`src/rtl/imem_uart_loader_pkg.sv`:
```
// Shared encodings and helpers for the UART instruction-memory loader.
package imem_uart_loader_pkg;

    typedef enum logic [2:0] {
        LD_IDLE   = 3'd0,
        LD_LEN_HI = 3'd1,
        LD_LEN_LO = 3'd2,
        LD_DATA   = 3'd3,
        LD_CHK    = 3'd4,
        LD_DONE   = 3'd5,
        LD_ERR    = 3'd6
    } ld_state_e;

    typedef enum logic [1:0] {
        R_IDLE  = 2'd0,
        R_START = 2'd1,
        R_DATA  = 2'd2,
        R_STOP  = 2'd3
    } rx_state_e;

    localparam int HDR_BYTES = 2;
    localparam int CHK_BYTES = 1;

    function automatic logic [7:0] chk_update(input logic [7:0] acc, input logic [7:0] data);
        return acc ^ data;
    endfunction

    function automatic logic ld_is_busy(input ld_state_e s);
        case (s)
            LD_LEN_HI, LD_LEN_LO, LD_DATA, LD_CHK: return 1'b1;
            default:                               return 1'b0;
        endcase
    endfunction

endpackage

```
`src/rtl/imem_uart_loader_uart_rx_8n1.sv`:
```
// 8N1 UART receiver: two-flop synchroniser, mid-bit sampling, one-cycle byte and frame-error strobes.
module uart_rx_8n1
    import imem_uart_loader_pkg::*;
#(
    parameter int CLKS_PER_BIT = 434
) (
    input  logic       clk,
    input  logic       rst,
    input  logic       rxd_i,
    output logic [7:0] byte_o,
    output logic       byte_valid_o,
    output logic       frame_err_o
);
    localparam int CNT_W = $clog2(CLKS_PER_BIT);
    localparam logic [CNT_W-1:0] HALF_BIT = CNT_W'(CLKS_PER_BIT / 2);
    localparam logic [CNT_W-1:0] FULL_BIT = CNT_W'(CLKS_PER_BIT - 1);

    logic             meta_q, sync_q, prev_q;
    rx_state_e        state_q, state_d;
    logic [CNT_W-1:0] cnt_q, cnt_d;
    logic [2:0]       bit_q, bit_d;
    logic [7:0]       shift_q, shift_d;
    logic [7:0]       byte_q, byte_d;
    logic             valid_q, valid_d;
    logic             ferr_q, ferr_d;
    logic             cnt_zero_s;
    logic [CNT_W-1:0] cnt_dec_s;

    assign cnt_zero_s = (cnt_q == {CNT_W{1'b0}});
    assign cnt_dec_s  = cnt_q - {{(CNT_W-1){1'b0}}, 1'b1};

    // Synchroniser, edge history and receiver state registers
    always_ff @(posedge clk or posedge rst) begin
        if (rst) begin
            meta_q  <= 1'b1;
            sync_q  <= 1'b1;
            prev_q  <= 1'b1;
            state_q <= R_IDLE;
            cnt_q   <= {CNT_W{1'b0}};
            bit_q   <= 3'd0;
            shift_q <= 8'h00;
            byte_q  <= 8'h00;
            valid_q <= 1'b0;
            ferr_q  <= 1'b0;
        end else begin
            meta_q  <= rxd_i;
            sync_q  <= meta_q;
            prev_q  <= sync_q;
            state_q <= state_d;
            cnt_q   <= cnt_d;
            bit_q   <= bit_d;
            shift_q <= shift_d;
            byte_q  <= byte_d;
            valid_q <= valid_d;
            ferr_q  <= ferr_d;
        end
    end

    // Receiver next-state: count to mid-bit, then sample once per bit period
    always_comb begin
        state_d = state_q;
        cnt_d   = cnt_q;
        bit_d   = bit_q;
        shift_d = shift_q;
        byte_d  = byte_q;
        valid_d = 1'b0;
        ferr_d  = 1'b0;
        case (state_q)
            R_IDLE: begin
                if (prev_q && !sync_q) begin
                    state_d = R_START;
                    cnt_d   = HALF_BIT;
                end else begin
                    state_d = R_IDLE;
                end
            end
            R_START: begin
                if (!cnt_zero_s) begin
                    cnt_d = cnt_dec_s;
                end else if (sync_q) begin
                    state_d = R_IDLE;
                end else begin
                    state_d = R_DATA;
                    cnt_d   = FULL_BIT;
                    bit_d   = 3'd0;
                end
            end
            R_DATA: begin
                if (!cnt_zero_s) begin
                    cnt_d = cnt_dec_s;
                end else begin
                    shift_d = {sync_q, shift_q[7:1]};
                    cnt_d   = FULL_BIT;
                    if (bit_q == 3'd7) begin
                        state_d = R_STOP;
                    end else begin
                        bit_d = bit_q + 3'd1;
                    end
                end
            end
            R_STOP: begin
                if (!cnt_zero_s) begin
                    cnt_d = cnt_dec_s;
                end else begin
                    state_d = R_IDLE;
                    if (sync_q) begin
                        valid_d = 1'b1;
                        byte_d  = shift_q;
                    end else begin
                        ferr_d = 1'b1;
                    end
                end
            end
            default: begin
                state_d = R_IDLE;
            end
        endcase
    end

    assign byte_o       = byte_q;
    assign byte_valid_o = valid_q;
    assign frame_err_o  = ferr_q;

endmodule

```
`src/rtl/imem_uart_loader.sv`:
```
// Loads a length-prefixed, XOR-checksummed program image from UART into instruction memory,
// holding the CPU in reset while the load runs.
module imem_uart_loader
    import imem_uart_loader_pkg::*;
#(
    parameter int CLKS_PER_BIT = 434,
    parameter int ADDR_W       = 9
) (
    input  logic              clk,
    input  logic              rst,
    input  logic              rxd,
    input  logic              start_load,
    output logic              wea,
    output logic [ADDR_W-1:0] addra,
    output logic [31:0]       dina,
    output logic              cpu_hold,
    output logic              busy,
    output logic              done,
    output logic              err,
    output logic [ADDR_W:0]   words_loaded
);
    localparam logic [16:0] MAX_WORDS = 17'd1 << ADDR_W;

    logic [7:0]        rx_byte_s;
    logic              rx_valid_s;
    logic              rx_ferr_s;

    ld_state_e         state_q, state_d;
    logic [15:0]       len_q, len_d;
    logic [23:0]       asm_q, asm_d;
    logic [1:0]        idx_q, idx_d;
    logic [7:0]        chk_q, chk_d;
    logic              wea_q, wea_d;
    logic [ADDR_W-1:0] addr_q, addr_d;
    logic [31:0]       dina_q, dina_d;
    logic [ADDR_W:0]   words_q, words_d;
    logic              done_q, done_d;
    logic              err_q, err_d;
    logic              hold_q, hold_d;

    logic              start_ok_s;
    logic [15:0]       len_full_s;
    logic              len_bad_s;
    logic [ADDR_W:0]   words_inc_s;
    logic              last_word_s;

    uart_rx_8n1 #(
        .CLKS_PER_BIT(CLKS_PER_BIT)
    ) u_rx (
        .clk         (clk),
        .rst         (rst),
        .rxd_i       (rxd),
        .byte_o      (rx_byte_s),
        .byte_valid_o(rx_valid_s),
        .frame_err_o (rx_ferr_s)
    );

    assign start_ok_s  = start_load && !ld_is_busy(state_q);
    assign len_full_s  = {len_q[15:8], rx_byte_s};
    assign len_bad_s   = (len_full_s == 16'd0) || ({1'b0, len_full_s} > MAX_WORDS);
    assign words_inc_s = words_q + {{ADDR_W{1'b0}}, 1'b1};
    assign last_word_s = (17'(words_inc_s) == {1'b0, len_q});

    // Loader state and output registers
    always_ff @(posedge clk or posedge rst) begin
        if (rst) begin
            state_q <= LD_IDLE;
            len_q   <= 16'h0000;
            asm_q   <= 24'h000000;
            idx_q   <= 2'd0;
            chk_q   <= 8'h00;
            wea_q   <= 1'b0;
            addr_q  <= {ADDR_W{1'b0}};
            dina_q  <= 32'h0000_0000;
            words_q <= {(ADDR_W+1){1'b0}};
            done_q  <= 1'b0;
            err_q   <= 1'b0;
            hold_q  <= 1'b0;
        end else begin
            state_q <= state_d;
            len_q   <= len_d;
            asm_q   <= asm_d;
            idx_q   <= idx_d;
            chk_q   <= chk_d;
            wea_q   <= wea_d;
            addr_q  <= addr_d;
            dina_q  <= dina_d;
            words_q <= words_d;
            done_q  <= done_d;
            err_q   <= err_d;
            hold_q  <= hold_d;
        end
    end

    // Loader next-state: header, word assembly with write strobe, checksum verdict
    always_comb begin
        state_d = state_q;
        len_d   = len_q;
        asm_d   = asm_q;
        idx_d   = idx_q;
        chk_d   = chk_q;
        wea_d   = 1'b0;
        addr_d  = addr_q;
        dina_d  = dina_q;
        words_d = words_q;
        done_d  = done_q;
        err_d   = err_q;
        case (state_q)
            LD_IDLE, LD_DONE, LD_ERR: begin
                if (start_ok_s) begin
                    state_d = LD_LEN_HI;
                    done_d  = 1'b0;
                    err_d   = 1'b0;
                    words_d = {(ADDR_W+1){1'b0}};
                    addr_d  = {ADDR_W{1'b0}};
                    chk_d   = 8'h00;
                    idx_d   = 2'd0;
                end else begin
                    state_d = state_q;
                end
            end
            LD_LEN_HI: begin
                if (rx_ferr_s) begin
                    state_d = LD_ERR;
                    err_d   = 1'b1;
                end else if (rx_valid_s) begin
                    len_d   = {rx_byte_s, 8'h00};
                    state_d = LD_LEN_LO;
                end else begin
                    state_d = state_q;
                end
            end
            LD_LEN_LO: begin
                if (rx_ferr_s) begin
                    state_d = LD_ERR;
                    err_d   = 1'b1;
                end else if (rx_valid_s) begin
                    len_d = len_full_s;
                    if (len_bad_s) begin
                        state_d = LD_ERR;
                        err_d   = 1'b1;
                    end else begin
                        state_d = LD_DATA;
                    end
                end else begin
                    state_d = state_q;
                end
            end
            LD_DATA: begin
                if (rx_ferr_s) begin
                    state_d = LD_ERR;
                    err_d   = 1'b1;
                end else if (wea_q) begin
                    // Address stays on the last word so it never reaches N.
                    words_d = words_inc_s;
                    if (last_word_s) begin
                        state_d = LD_CHK;
                    end else begin
                        addr_d = addr_q + {{(ADDR_W-1){1'b0}}, 1'b1};
                    end
                end else if (rx_valid_s) begin
                    chk_d = chk_update(chk_q, rx_byte_s);
                    idx_d = idx_q + 2'd1;
                    if (idx_q == 2'd3) begin
                        dina_d = {asm_q, rx_byte_s};
                        wea_d  = 1'b1;
                    end else begin
                        asm_d = {asm_q[15:0], rx_byte_s};
                    end
                end else begin
                    state_d = state_q;
                end
            end
            LD_CHK: begin
                if (rx_ferr_s) begin
                    state_d = LD_ERR;
                    err_d   = 1'b1;
                end else if (rx_valid_s) begin
                    if (rx_byte_s == chk_q) begin
                        state_d = LD_DONE;
                        done_d  = 1'b1;
                    end else begin
                        state_d = LD_ERR;
                        err_d   = 1'b1;
                    end
                end else begin
                    state_d = state_q;
                end
            end
            default: begin
                state_d = LD_IDLE;
            end
        endcase
        // Rises with the start edge, falls one cycle after leaving the busy states.
        hold_d = ld_is_busy(state_d) || ld_is_busy(state_q);
    end

    assign wea          = wea_q;
    assign addra        = addr_q;
    assign dina         = dina_q;
    assign cpu_hold     = hold_q;
    assign busy         = hold_q;
    assign done         = done_q;
    assign err          = err_q;
    assign words_loaded = words_q;

endmodule
```
`config.mk`:
```
export PLATFORM = sky130hd
export DESIGN_NAME = imem_uart_loader
export DESIGN_NICKNAME = d
export VERILOG_FILES = /design/src/rtl/imem_uart_loader_pkg.sv /design/src/rtl/imem_uart_loader_uart_rx_8n1.sv /design/src/rtl/imem_uart_loader.sv
export SDC_FILE = /design/constraint.sdc
export NUM_CORES = 1
export LEC_CHECK = 0
export ABC_CLOCK_PERIOD_IN_PS = 3200
export BUFFER_PORTS_ARGS = -buffer_cell sky130_fd_sc_hd__buf_4
export CORE_MARGIN = 4
export CORE_UTILIZATION = 54
export CTS_BUF_LIST = sky130_fd_sc_hd__clkbuf_16
export DETAILED_ROUTE_END_ITERATION = 8
export PLACE_DENSITY = 0.86
export SYNTH_ARGS = -nofsm -noshare
export SYNTH_HDL_FRONTEND = slang
export SYNTH_HIERARCHICAL = 1
export SYNTH_SLANG_ARGS = --single-unit
```
`constraint.sdc`:
```
create_clock -name clk -period 3.2 [get_ports clk]
set_clock_uncertainty 0.05 [all_clocks]
set_input_delay 0.16 -clock clk [delete_from_list [all_inputs] [get_ports clk]]
set_output_delay 0.16 -clock clk [all_outputs]
set_load 0.01 [all_outputs]
```
==> results of run 1 <==
## registers in the layout, summed over array words and instances, names as in the netlist, named ones only
name and flops:
u_rx/frame_err_o 1, u_rx/meta_q 1, chk_q 8, u_rx/cnt_q 9, dina 32, state_q 3, u_rx/prev_q 1, u_rx/byte_valid_o 1
u_rx/sync_q 1, u_rx/shift_q 8, idx_q 2, addra 9, busy 1, words_loaded 10, wea 1, u_rx/state_q 1
u_rx/byte_o 8, err 1, done 1, u_rx/bit_q 3, asm_q 24, len_q 16
## worst paths after layout
kind / from / end / slack [ns] / cells after the start
min: start_load / state_q[2] / 0.20 / 6
max: state_q[2] / asm_q[1] / 0.52 / 6
min in group asynchronous: rst / wea / 0.38 / 3
max in group asynchronous: rst / words_loaded[3] / 1.90 / 4
max reg2reg: state_q[2] / asm_q[1] / 0.52 / 6
min reg2reg: u_rx/meta_q / u_rx/sync_q / 0.31 / 0
## layout make-up
class / count / area [um2] / area share
sequential: 143 / 3580 / 0.439
clock buffer: 17 / 425 / 0.0521
tap: 172 / 215 / 0.0263
inverter: 14 / 55.1 / 0.00674
clock inverter: 14 / 131 / 0.0161
multi-input combinational: 469 / 3200 / 0.392
timing repair buffer: 74 / 561 / 0.0686
## routing by layer
metal | vias up | wire length (um)
met5 | - | 0
met4 | 0 | 324
met3 | 36 | 892
met2 | 193 | 8070
met1 | 2634 | 6430
li1 | 2479 | -
## cells by family (layout without fill, tap and decap cells)
| kind of cell | count (synthesis) | after routing | synth area share |
|---|---|---|---|
| fa+ha+maj | 11 | 11 | 0.0197 |
| flops | 143 | 143 | 0.512 |
| compound gates | 141 | 141 | 0.135 |
| mux | 71 | 71 | 0.117 |
| simple gates | 225 | 225 | 0.160 |
| buf+inv | 52 | 119 | 0.0308 |
| xor+xnor | 21 | 21 | 0.0263 |
## synth_stat cells (all sizes together) (3+ instances only)
| cell | number |
|---|---|
| mux2i | 7 |
| a31oi | 7 |
| xnor2 | 5 |
| inv | 14 |
| o21ai | 60 |
| nand3 | 17 |
| o2bb2ai | 4 |
| o41ai | 4 |
| and3 | 8 |
| nor4 | 6 |
| mux2 | 64 |
| nor3 | 11 |
| xor2 | 16 |
| buf | 15 |
| nor3b | 5 |
| nand2b | 7 |
| dfstp | 3 |
| clkbuf | 23 |
| nand4 | 6 |
| a21boi | 4 |
| o211ai | 3 |
| nand3b | 3 |
| o31ai | 3 |
| and2 | 4 |
| or3 | 3 |
| a21oi | 17 |
| nand2 | 100 |
| o22a | 4 |
| ha | 11 |
| a22o | 11 |
| a21o | 4 |
| or4 | 5 |
| nor2b | 5 |
| dfrtp | 140 |
| nor2 | 37 |
## power groups by stage
stage	Combinational, mW	Sequential, mW	Clock, mW
floorplan	0.839	2.13	0
global placement	1.08	2.15	0
detailed placement	1.13	2.17	0
CTS	1.14	2.14	1.90
global route	1.29	2.17	1.98
finish	1.15	2.14	1.86
## metrics by stage
step	setup WS, ns	instances	total power [mW]
finish	0.521	903	5.16
global route	0.328	903	5.43
CTS	0.545	903	5.18
detailed placement	0.556	870	3.30
global placement	0.588	870	3.23
floorplan	0.144	664	2.97
## repair_timing
action                    4_1_cts  5_1_grt
gates resized for setup         0        0
hold buffers                    2        0
hold endpoints to repair       77        0
## worst max-delay path: stages (launching register included)
cell and delay, ns:
sky130_fd_sc_hd__dfrtp_1 0.60, sky130_fd_sc_hd__nor2b_1 0.36, sky130_fd_sc_hd__nand2_1 0.14, sky130_fd_sc_hd__or3_1 0.55
sky130_fd_sc_hd__nor2_2 0.14, sky130_fd_sc_hd__buf_4 0.33, sky130_fd_sc_hd__mux2_2 0.39
==> out/results.ini, run 1 <==
[cts]
cts_root_buffer=sky130_fd_sc_hd__clkbuf_16
tritoncts_num_sinks=143
post-cts-setup-buffers=0
cts_max_level=4
cts.reportedPaths.clkPinSlew_ns=0.06
ctsLongestPathBuffers=2
cts_tree=done
cts-buffers-inserted=17
worstSkewPairLatency_ns=0.42

[power]
power.share.clock=0.361
intPower_mw=3.50
net_switching_component_of_the_power_mw=1.66
sequentialPowerShare=0.416
power.share.switching=0.321
ir_worst_vdd_v=0.000434
power.leakage_nw=4.02
pwr-share-comb=0.223
power_density_mw_per_mm2=632

[placed_design]
detailed_place.area_mm2=0.00759
dp.final_hpwl_um=10600
place.port_buffers=59
globalplace.congestion=0.910

[setup_path]
crit_required_ns=3.45
critical_path_arrival_ns=2.93
critical_path.endpoint_type=register
critical_path.startpoint_type=register
path_max_fanout=24
criticalPathCategory=reg2reg

[synthesis]
yosys_register_bits=143
post_synth_instance_area_mm2=0.00699
syn_area_per_cell_um2=10.5
number_of_enable_type_register_cells_in_the_synthesized_netlist=0
postSynthCellCount=664
synthDominantCellAreaShare=0.501
yosys.cell_types.count=74
ys_seq_area_frac=0.512
synth_area_leader_cell=sky130_fd_sc_hd__dfrtp_1
yosys_most_used_dff=sky130_fd_sc_hd__dfrtp_1
synth_area_leaders=sky130_fd_sc_hd__dfrtp_1 (50%), sky130_fd_sc_hd__mux2_2 (9.2%), sky130_fd_sc_hd__nand2_1 (5.3%)
asyncSetResetFlopFracSynth=1.00
postSynthNetCount=679
yosysWarningCount=6

[grt]
globalRouteOverflowTotal=0
grt_max_degree=63
grt_util_met3=0.0562
first_global_vias=5512
grt_antenna_before_repair=0
busiest_layer=met2
globalRouteMet1Util=0.281
first_pass_grt_wire_length_um=26600
grt_use_total=0.225
groute.layer.met2.usage=0.379

[status]
outcome=completed

[floorplan]
initial_core_utilization=0.552
design.die.area_mm2=0.0148
io_pins=60
core.rowCount=41
design.core.area_mm2=0.0127
die_width_um=122
dieHeight_um=122

[timing]
finalCritPeriodShare=0.837
timing_max_transition_violations_final=0
hold_viol=0
min_period_ns=2.68
timing.final.setup_violations=0
slew-limit-headroom=0.397
setup_total_negative_slack_ns=0
finalHoldWorstSlack_ns=0.201
clock.fmax_mhz=373
tightestPinTransition_ns=0.904
grt_setup_unrepaired=false

[final_layout]
area_delta_synth_final_pct=16.8
final_nets=734
layout.cell_area.non_filler_mm2=0.00817
share_of_post_route_cells_with_drive_strength_above_1=0.260
final_cell_mix=sky130_fd_sc_hd__dfrtp_1 (140), sky130_fd_sc_hd__nand2_1 (99), sky130_fd_sc_hd__buf_4 (72)
post-route-util=0.645
final_common_cell=sky130_fd_sc_hd__dfrtp_1
insertedDiodeCount=0
fillers=917

[drt]
detail-route-antenna-nets=0
initialDrtViolationCount=533
routed_via_density=5.92
drt_pass1_iterations=5
routed_wire_length_per_instance_um=17.4
wl_um=15700
vias=5342
route.detailed.drc=0

[hold_path]
worstHoldPathType=in2reg

[job]
max_cap_viol_count=0

(Power assumes the default switching activity.)
==> inputs of run 2 (changes only) <==
--- a/config.mk
+++ b/config.mk
@@ -5,13 +5,13 @@
 export SDC_FILE = /design/constraint.sdc
 export NUM_CORES = 1
 export LEC_CHECK = 0
-export ABC_CLOCK_PERIOD_IN_PS = 3200
+export ABC_CLOCK_PERIOD_IN_PS = 2800
 export BUFFER_PORTS_ARGS = -buffer_cell sky130_fd_sc_hd__buf_4
 export CORE_MARGIN = 4
-export CORE_UTILIZATION = 54
+export CORE_UTILIZATION = 60
 export CTS_BUF_LIST = sky130_fd_sc_hd__clkbuf_16
 export DETAILED_ROUTE_END_ITERATION = 8
-export PLACE_DENSITY = 0.86
+export PLACE_DENSITY = 0.9
 export SYNTH_ARGS = -nofsm -noshare
 export SYNTH_HDL_FRONTEND = slang
 export SYNTH_HIERARCHICAL = 1
==> constraint.sdc (replaced) <==
create_clock -name clk -period 2.8 [get_ports clk]
set_clock_uncertainty 0.05 [all_clocks]
set_input_delay 0.14 -clock clk [delete_from_list [all_inputs] [get_ports clk]]
set_output_delay 0.14 -clock clk [all_outputs]
set_load 0.01 [all_outputs]
==> out/results.ini, run 2 (synthesis gave the netlist of run 1 again) <==
[status]
outcome=completed

[floorplan]
design.core.area_mm2=0.0114  ; -9.9%
io_pins=60  ; unchanged
dieHeight_um=116  ; -4.8%
core.rowCount=39  ; -4.9%
initial_core_utilization=0.613  ; +0.0605
die_width_um=116  ; -4.8%
design.die.area_mm2=0.0134  ; -9.4%

[power]
power_density_mw_per_mm2=723  ; +14%
sequentialPowerShare=0.417  ; about the same
pwr-share-comb=0.228  ; +0.005
net_switching_component_of_the_power_mw=1.91  ; +15%
finalPower_mw=5.90  ; +14%
power.share.switching=0.324  ; +0.00267
power.leakage_nw=4.01  ; -0.19%
ir_worst_vdd_v=0.000709  ; +63%
power.share.clock=0.355  ; -0.006
intPower_mw=3.99  ; +14%

[cts]
cts.reportedPaths.clkPinSlew_ns=0.06  ; about the same
tritoncts_num_sinks=143  ; unchanged
ctsLongestPathBuffers=2  ; unchanged
cts_max_level=4  ; unchanged
cts_tree=done
cts_root_buffer=sky130_fd_sc_hd__clkbuf_16
cts-buffers-inserted=17  ; unchanged
resized_gates_after_cts=0  ; unchanged
worstSkewPairLatency_ns=0.42  ; about the same

[placed_design]
numPlacedInstances=844  ; -3.0%
dp.final_hpwl_um=10900  ; +3.0%
detailed_place.area_mm2=0.00759  ; unchanged
globalplace.congestion=0.886  ; -2.7%
place.port_buffers=59  ; unchanged
dpl_worst_slack_ns=0.160  ; -0.396 ns

[setup_path]
criticalPathCategory=reg2reg
critical_path_arrival_ns=2.93  ; about the same
critical_path.endpoint_type=register
critical_path.startpoint_type=register
path_max_fanout=6  ; -75%
crit_required_ns=3.04  ; -0.41 ns
worst_r2r_path_depth=6  ; unchanged

[timing]
clock.fmax_mhz=372  ; -0.22%
slew-limit-headroom=0.477  ; +0.0797
min_period_ns=2.68  ; +0.00581 ns
setup_total_negative_slack_ns=0  ; unchanged
tightestPinTransition_ns=0.777  ; -0.127 ns
timing.final.setup_violations=0  ; unchanged
grt_setup_unrepaired=false
timing.final.ws_setup_ns=0.115  ; -0.406 ns
hold_viol=0  ; unchanged
finalCritPeriodShare=0.959  ; +0.122
timing_max_transition_violations_final=0  ; unchanged

[hold_path]
worstHoldPathType=in2reg
worstHoldPathCells=6  ; unchanged

[drt]
routed_wire_length_per_instance_um=19.1  ; +9.5%
initialDrtViolationCount=641  ; +20%
drt_pass1_iterations=5  ; unchanged
wl_um=16700  ; +6.5%
vias=5534  ; +3.6%
routed_via_density=6.30  ; +6.5%
detail-route-antenna-nets=0  ; unchanged
route.detailed.drc=0  ; unchanged

[grt]
first_pass_grt_wire_length_um=27300  ; +2.5%
globalRouteOverflowTotal=0  ; unchanged
first_global_vias=5513  ; +0.018%
grt_use_total=0.261  ; +0.0360
grt_antenna_before_repair=0  ; unchanged
grt_max_degree=93  ; +48%

[final_layout]
largest_reg_flops=32  ; unchanged
final_nets=737  ; +0.41%
layoutNonFillerInstCount=878  ; -2.8%
share_of_post_route_cells_with_drive_strength_above_1=0.259  ; -0.00141
final_common_cell=sky130_fd_sc_hd__dfrtp_1
layout.cell_area.non_filler_mm2=0.00816  ; -0.12%
area_delta_synth_final_pct=16.7
final_cell_mix=sky130_fd_sc_hd__dfrtp_1 (140), sky130_fd_sc_hd__nand2_1 (99), sky130_fd_sc_hd__buf_4 (74)
insertedDiodeCount=0  ; unchanged

[job]
max_cap_viol_count=0  ; unchanged

run 2: worst max-delay path, stage by stage, from the launching register on:
cell and delay, ns:
sky130_fd_sc_hd__dfrtp_1 0.37, sky130_fd_sc_hd__or4_4 0.55, sky130_fd_sc_hd__or4_4 0.55, sky130_fd_sc_hd__nor4_4 0.33
sky130_fd_sc_hd__o2111ai_2 0.26, sky130_fd_sc_hd__a211oi_1 0.34, sky130_fd_sc_hd__mux2i_1 0.11
run 2: metrics by stage:
step / hold slack (ns) / utilization
floorplan: 0.0945 / -
global placement: 0.124 / 0.665
detailed placement: 0.136 / 0.665
CTS: 0.177 / 0.715
global route: 0.244 / 0.715
finish: 0.217 / 0.715
run 2: what timing repair did:
item                                    in CTS  in global routing
hold endpoints to repair                    49                  0
buffers inserted                             0                  0
hold buffers                                 2                  0
endpoints found under the setup margin       0                  0
run 2: cell type report:
type	instances	area [um2]
multi-input cells	469	3200
fillers	755	3260
repair buffers	77	596
inverters	14	56.3
clock inverters	15	121
well taps	143	179
clock buffers	17	425
flip-flops and latches	143	3580
run 2: layer usage:
layer  share of wire  track usage  vias up
met1            0.40        0.318     2689
met4           0.031        0.131        0
met2            0.50        0.437      305
met3           0.067       0.0580       64
li1                -            -     2476
met5               0            0        -
run 2: worst paths after layout:
kind	startpoint	endpoint	slack (ns)
min in group asynchronous	rst	addra[0]	0.24
worst min-delay path	start_load	state_q[2]	0.22
max in group asynchronous	rst	dina[26]	1.68
worst max-delay path	len_q[10]	busy	0.12
worst max register to register	len_q[10]	busy	0.12
worst min register to register	u_rx/meta_q	u_rx/sync_q	0.31
run 2: power groups by stage:
stage	combinational, mW	clock (mW)	sequential (mW)
floorplan	0.959	0	2.43
global placement	1.24	0	2.45
detailed placement	1.31	0	2.48
CTS	1.33	2.12	2.45
global route	1.48	2.20	2.48
finish	1.35	2.09	2.46
==> inputs of run 3 (changes only) <==
--- a/config.mk
+++ b/config.mk
@@ -8,10 +8,10 @@
 export ABC_CLOCK_PERIOD_IN_PS = 2800
 export BUFFER_PORTS_ARGS = -buffer_cell sky130_fd_sc_hd__buf_4
 export CORE_MARGIN = 4
-export CORE_UTILIZATION = 60
+export CORE_UTILIZATION = 55
 export CTS_BUF_LIST = sky130_fd_sc_hd__clkbuf_16
 export DETAILED_ROUTE_END_ITERATION = 8
-export PLACE_DENSITY = 0.9
+export PLACE_DENSITY = 0.84
 export SYNTH_ARGS = -nofsm -noshare
 export SYNTH_HDL_FRONTEND = slang
 export SYNTH_HIERARCHICAL = 1
==> constraint.sdc (replaced) <==
create_clock -name clk -period 2.8 [get_ports clk]
set_clock_uncertainty 0.05 [all_clocks]
set_input_delay 0.28 -clock clk [delete_from_list [all_inputs] [get_ports clk]]
set_output_delay 0.28 -clock clk [all_outputs]
set_load 0.01 [all_outputs]
==> out/results.ini, run 3 (synthesis gave the netlist of run 1 again) <==
[timing]
timing.final.ws_setup_ns=0.111  ; -0.00382 ns
clock.fmax_mhz=372  ; -0.14%
hold_viol=0  ; unchanged
tightestPinTransition_ns=0.672  ; -0.106 ns
finalCritPeriodShare=0.960  ; +0.00136
slew-limit-headroom=0.548  ; +0.0711
grt_setup_unrepaired=true
timing_max_transition_violations_final=0  ; unchanged
min_period_ns=2.69  ; +0.00382 ns
timing.final.setup_violations=0  ; unchanged
setup_total_negative_slack_ns=0  ; unchanged

[setup_path]
critical_path_arrival_ns=2.94  ; about the same
worst_r2r_start=len_q[10]
r2r-end=addra[3]
crit_required_ns=3.05  ; about the same
worst_r2r_path_depth=6  ; unchanged
worstPathCellList=or4_4 > or4_4 > nor4_4 > o2111ai_2 > and3_1 > o22a_1
critical-path-slowest-cell=sky130_fd_sc_hd__or4_4
path_max_fanout=6  ; unchanged
worst_path_largest_cell_delay_ns=0.55  ; about the same
critical_path.most_common_cell=sky130_fd_sc_hd__or4_4
criticalPathCategory=reg2reg
critical_path.startpoint_type=register
reg2reg_setup_slack_ns=0.11  ; about the same
critical_path.endpoint_type=register

[floorplan]
design.core.area_mm2=0.0122  ; +6.9%
core.rowCount=40  ; +2.6%
io_pins=60  ; unchanged
dieHeight_um=121  ; +4.1%
die_width_um=121  ; +4.1%
initial_core_utilization=0.573  ; -0.0398
design.die.area_mm2=0.0146  ; +8.5%

[cts]
post-cts-setup-buffers=0  ; unchanged
tritoncts_num_sinks=143  ; unchanged
cts_max_level=4  ; unchanged
worstSkewPairLatency_ns=0.42  ; about the same
cts_tree=done
resized_gates_after_cts=0  ; unchanged
ctsLongestPathBuffers=2  ; unchanged
cts.reportedPaths.clkPinSlew_ns=0.06  ; about the same
cts_root_buffer=sky130_fd_sc_hd__clkbuf_16
cts-buffers-inserted=17  ; unchanged

[grt]
first_global_vias=5341  ; -3.1%
globalRouteOverflowTotal=0  ; unchanged
grt_max_degree=36  ; -61%
grt_antenna_before_repair=0  ; unchanged
grt_use_total=0.224  ; -0.0366
first_pass_grt_wire_length_um=26300  ; -3.9%

[drt]
wl_met2_um=8030  ; -4.4%
initialDrtViolationCount=558  ; -13%
top_signal_layer_used=met4
drt_pass1_iterations=5  ; unchanged
met1_wl_um=6470  ; -3.2%
detail-route-antenna-nets=0  ; unchanged
vias=5374  ; -2.9%
route.detailed.drc=0  ; unchanged
met3RoutedLength_um=863  ; -23%
routed_wire_length_per_instance_um=17.2  ; -9.6%
wl_um=15600  ; -6.8%
routed_via_density=5.94  ; -5.8%

[placed_design]
detailed_place.area_mm2=0.00763  ; +0.44%
globalplace.congestion=0.908  ; +2.5%
numPlacedInstances=871  ; +3.2%
dpl_worst_slack_ns=0.129  ; -0.0308 ns
place.port_buffers=59  ; unchanged
dp.final_hpwl_um=10500  ; -3.9%

[final_layout]
insertedDiodeCount=0  ; unchanged
layoutNonFillerInstCount=905  ; +3.1%
area_delta_synth_final_pct=17.7
final_nets=739  ; +0.27%
final_cell_mix=sky130_fd_sc_hd__dfrtp_1 (140), sky130_fd_sc_hd__nand2_1 (99), sky130_fd_sc_hd__buf_4 (77)
final_common_cell=sky130_fd_sc_hd__dfrtp_1
largest_reg_flops=32  ; unchanged
layout.cell_area.non_filler_mm2=0.00823  ; +0.86%
share_of_post_route_cells_with_drive_strength_above_1=0.266  ; +0.00744

[hold_path]
worst_hold_startpoint=u_rx/meta_q
worstHoldPathCells=0  ; -6
worstHoldPathType=reg2reg
holdPathEnd=u_rx/sync_q

[power]
power_density_mw_per_mm2=729  ; +0.81%
ir_worst_vdd_v=0.000879  ; +24%
power.leakage_nw=4.04  ; +0.73%
finalPower_mw=6.00  ; +1.7%

[job]
max_cap_viol_count=0  ; unchanged

[status]
outcome=completed

[run 3: report_power, final]
part / switching (mW) / leakage (nW) / internal (mW)
clock: 0.903 / 0.283 / 1.32
combinational: 0.785 / 1.83 / 0.541
sequential: 0.211 / 1.92 / 2.24
[run 3: final cells by class]
class | instances | area, um2
fillers | 890 | 3980
flip-flops and latches | 143 | 3580
multi-input cells | 469 | 3200
repair buffers | 79 | 598
clock buffers | 17 | 425
well taps | 168 | 210
clock inverters | 15 | 158
inverters | 14 | 56.3
[run 3: through the flow]
| stage | hold WS (ns) | util |
|---|---|---|
| 6_report | 0.304 | 0.674 |
| 5_1_grt | 0.308 | 0.674 |
| 4_1_cts | 0.305 | 0.674 |
| 3_5_place_dp | 0.297 | 0.624 |
| 3_3_place_gp | 0.296 | 0.624 |
| 2_1_floorplan | 0.234 | - |
[run 3: worst max-delay path by stage]
stage	cells after the start	startpoint	to
after CTS	6	len_q[10]	addra[3]
after global placement	6	len_q[10]	addra[2]
final	6	len_q[10]	addra[3]
after detailed placement	6	len_q[10]	busy
after floorplan	8	words_loaded[0]	addra[8]
after global routing	6	len_q[10]	busy
[run 3: what timing repair did]
action | 4_1_cts | 5_1_grt
endpoints found under the setup margin | 0 | 3
hold buffers | 2 | 0
hold endpoints to repair | 55 | 0
[run 3: critical path, delay by kind of cell, from the launching register on]
| family | cells | cell delay (ns) |
|---|---|---|
| AOI/OAI and AO/OA | 2 | 0.46 |
| and+or+nand+nor | 4 | 1.68 |
| DFF | 1 | 0.38 |
[run 3: metal layers]
layer,global-route usage,vias to the layer above
met3,0.0496,25
met2,0.373,196
met1,0.286,2669
met4,0.0885,0
met5,0,-
li1,-,2484
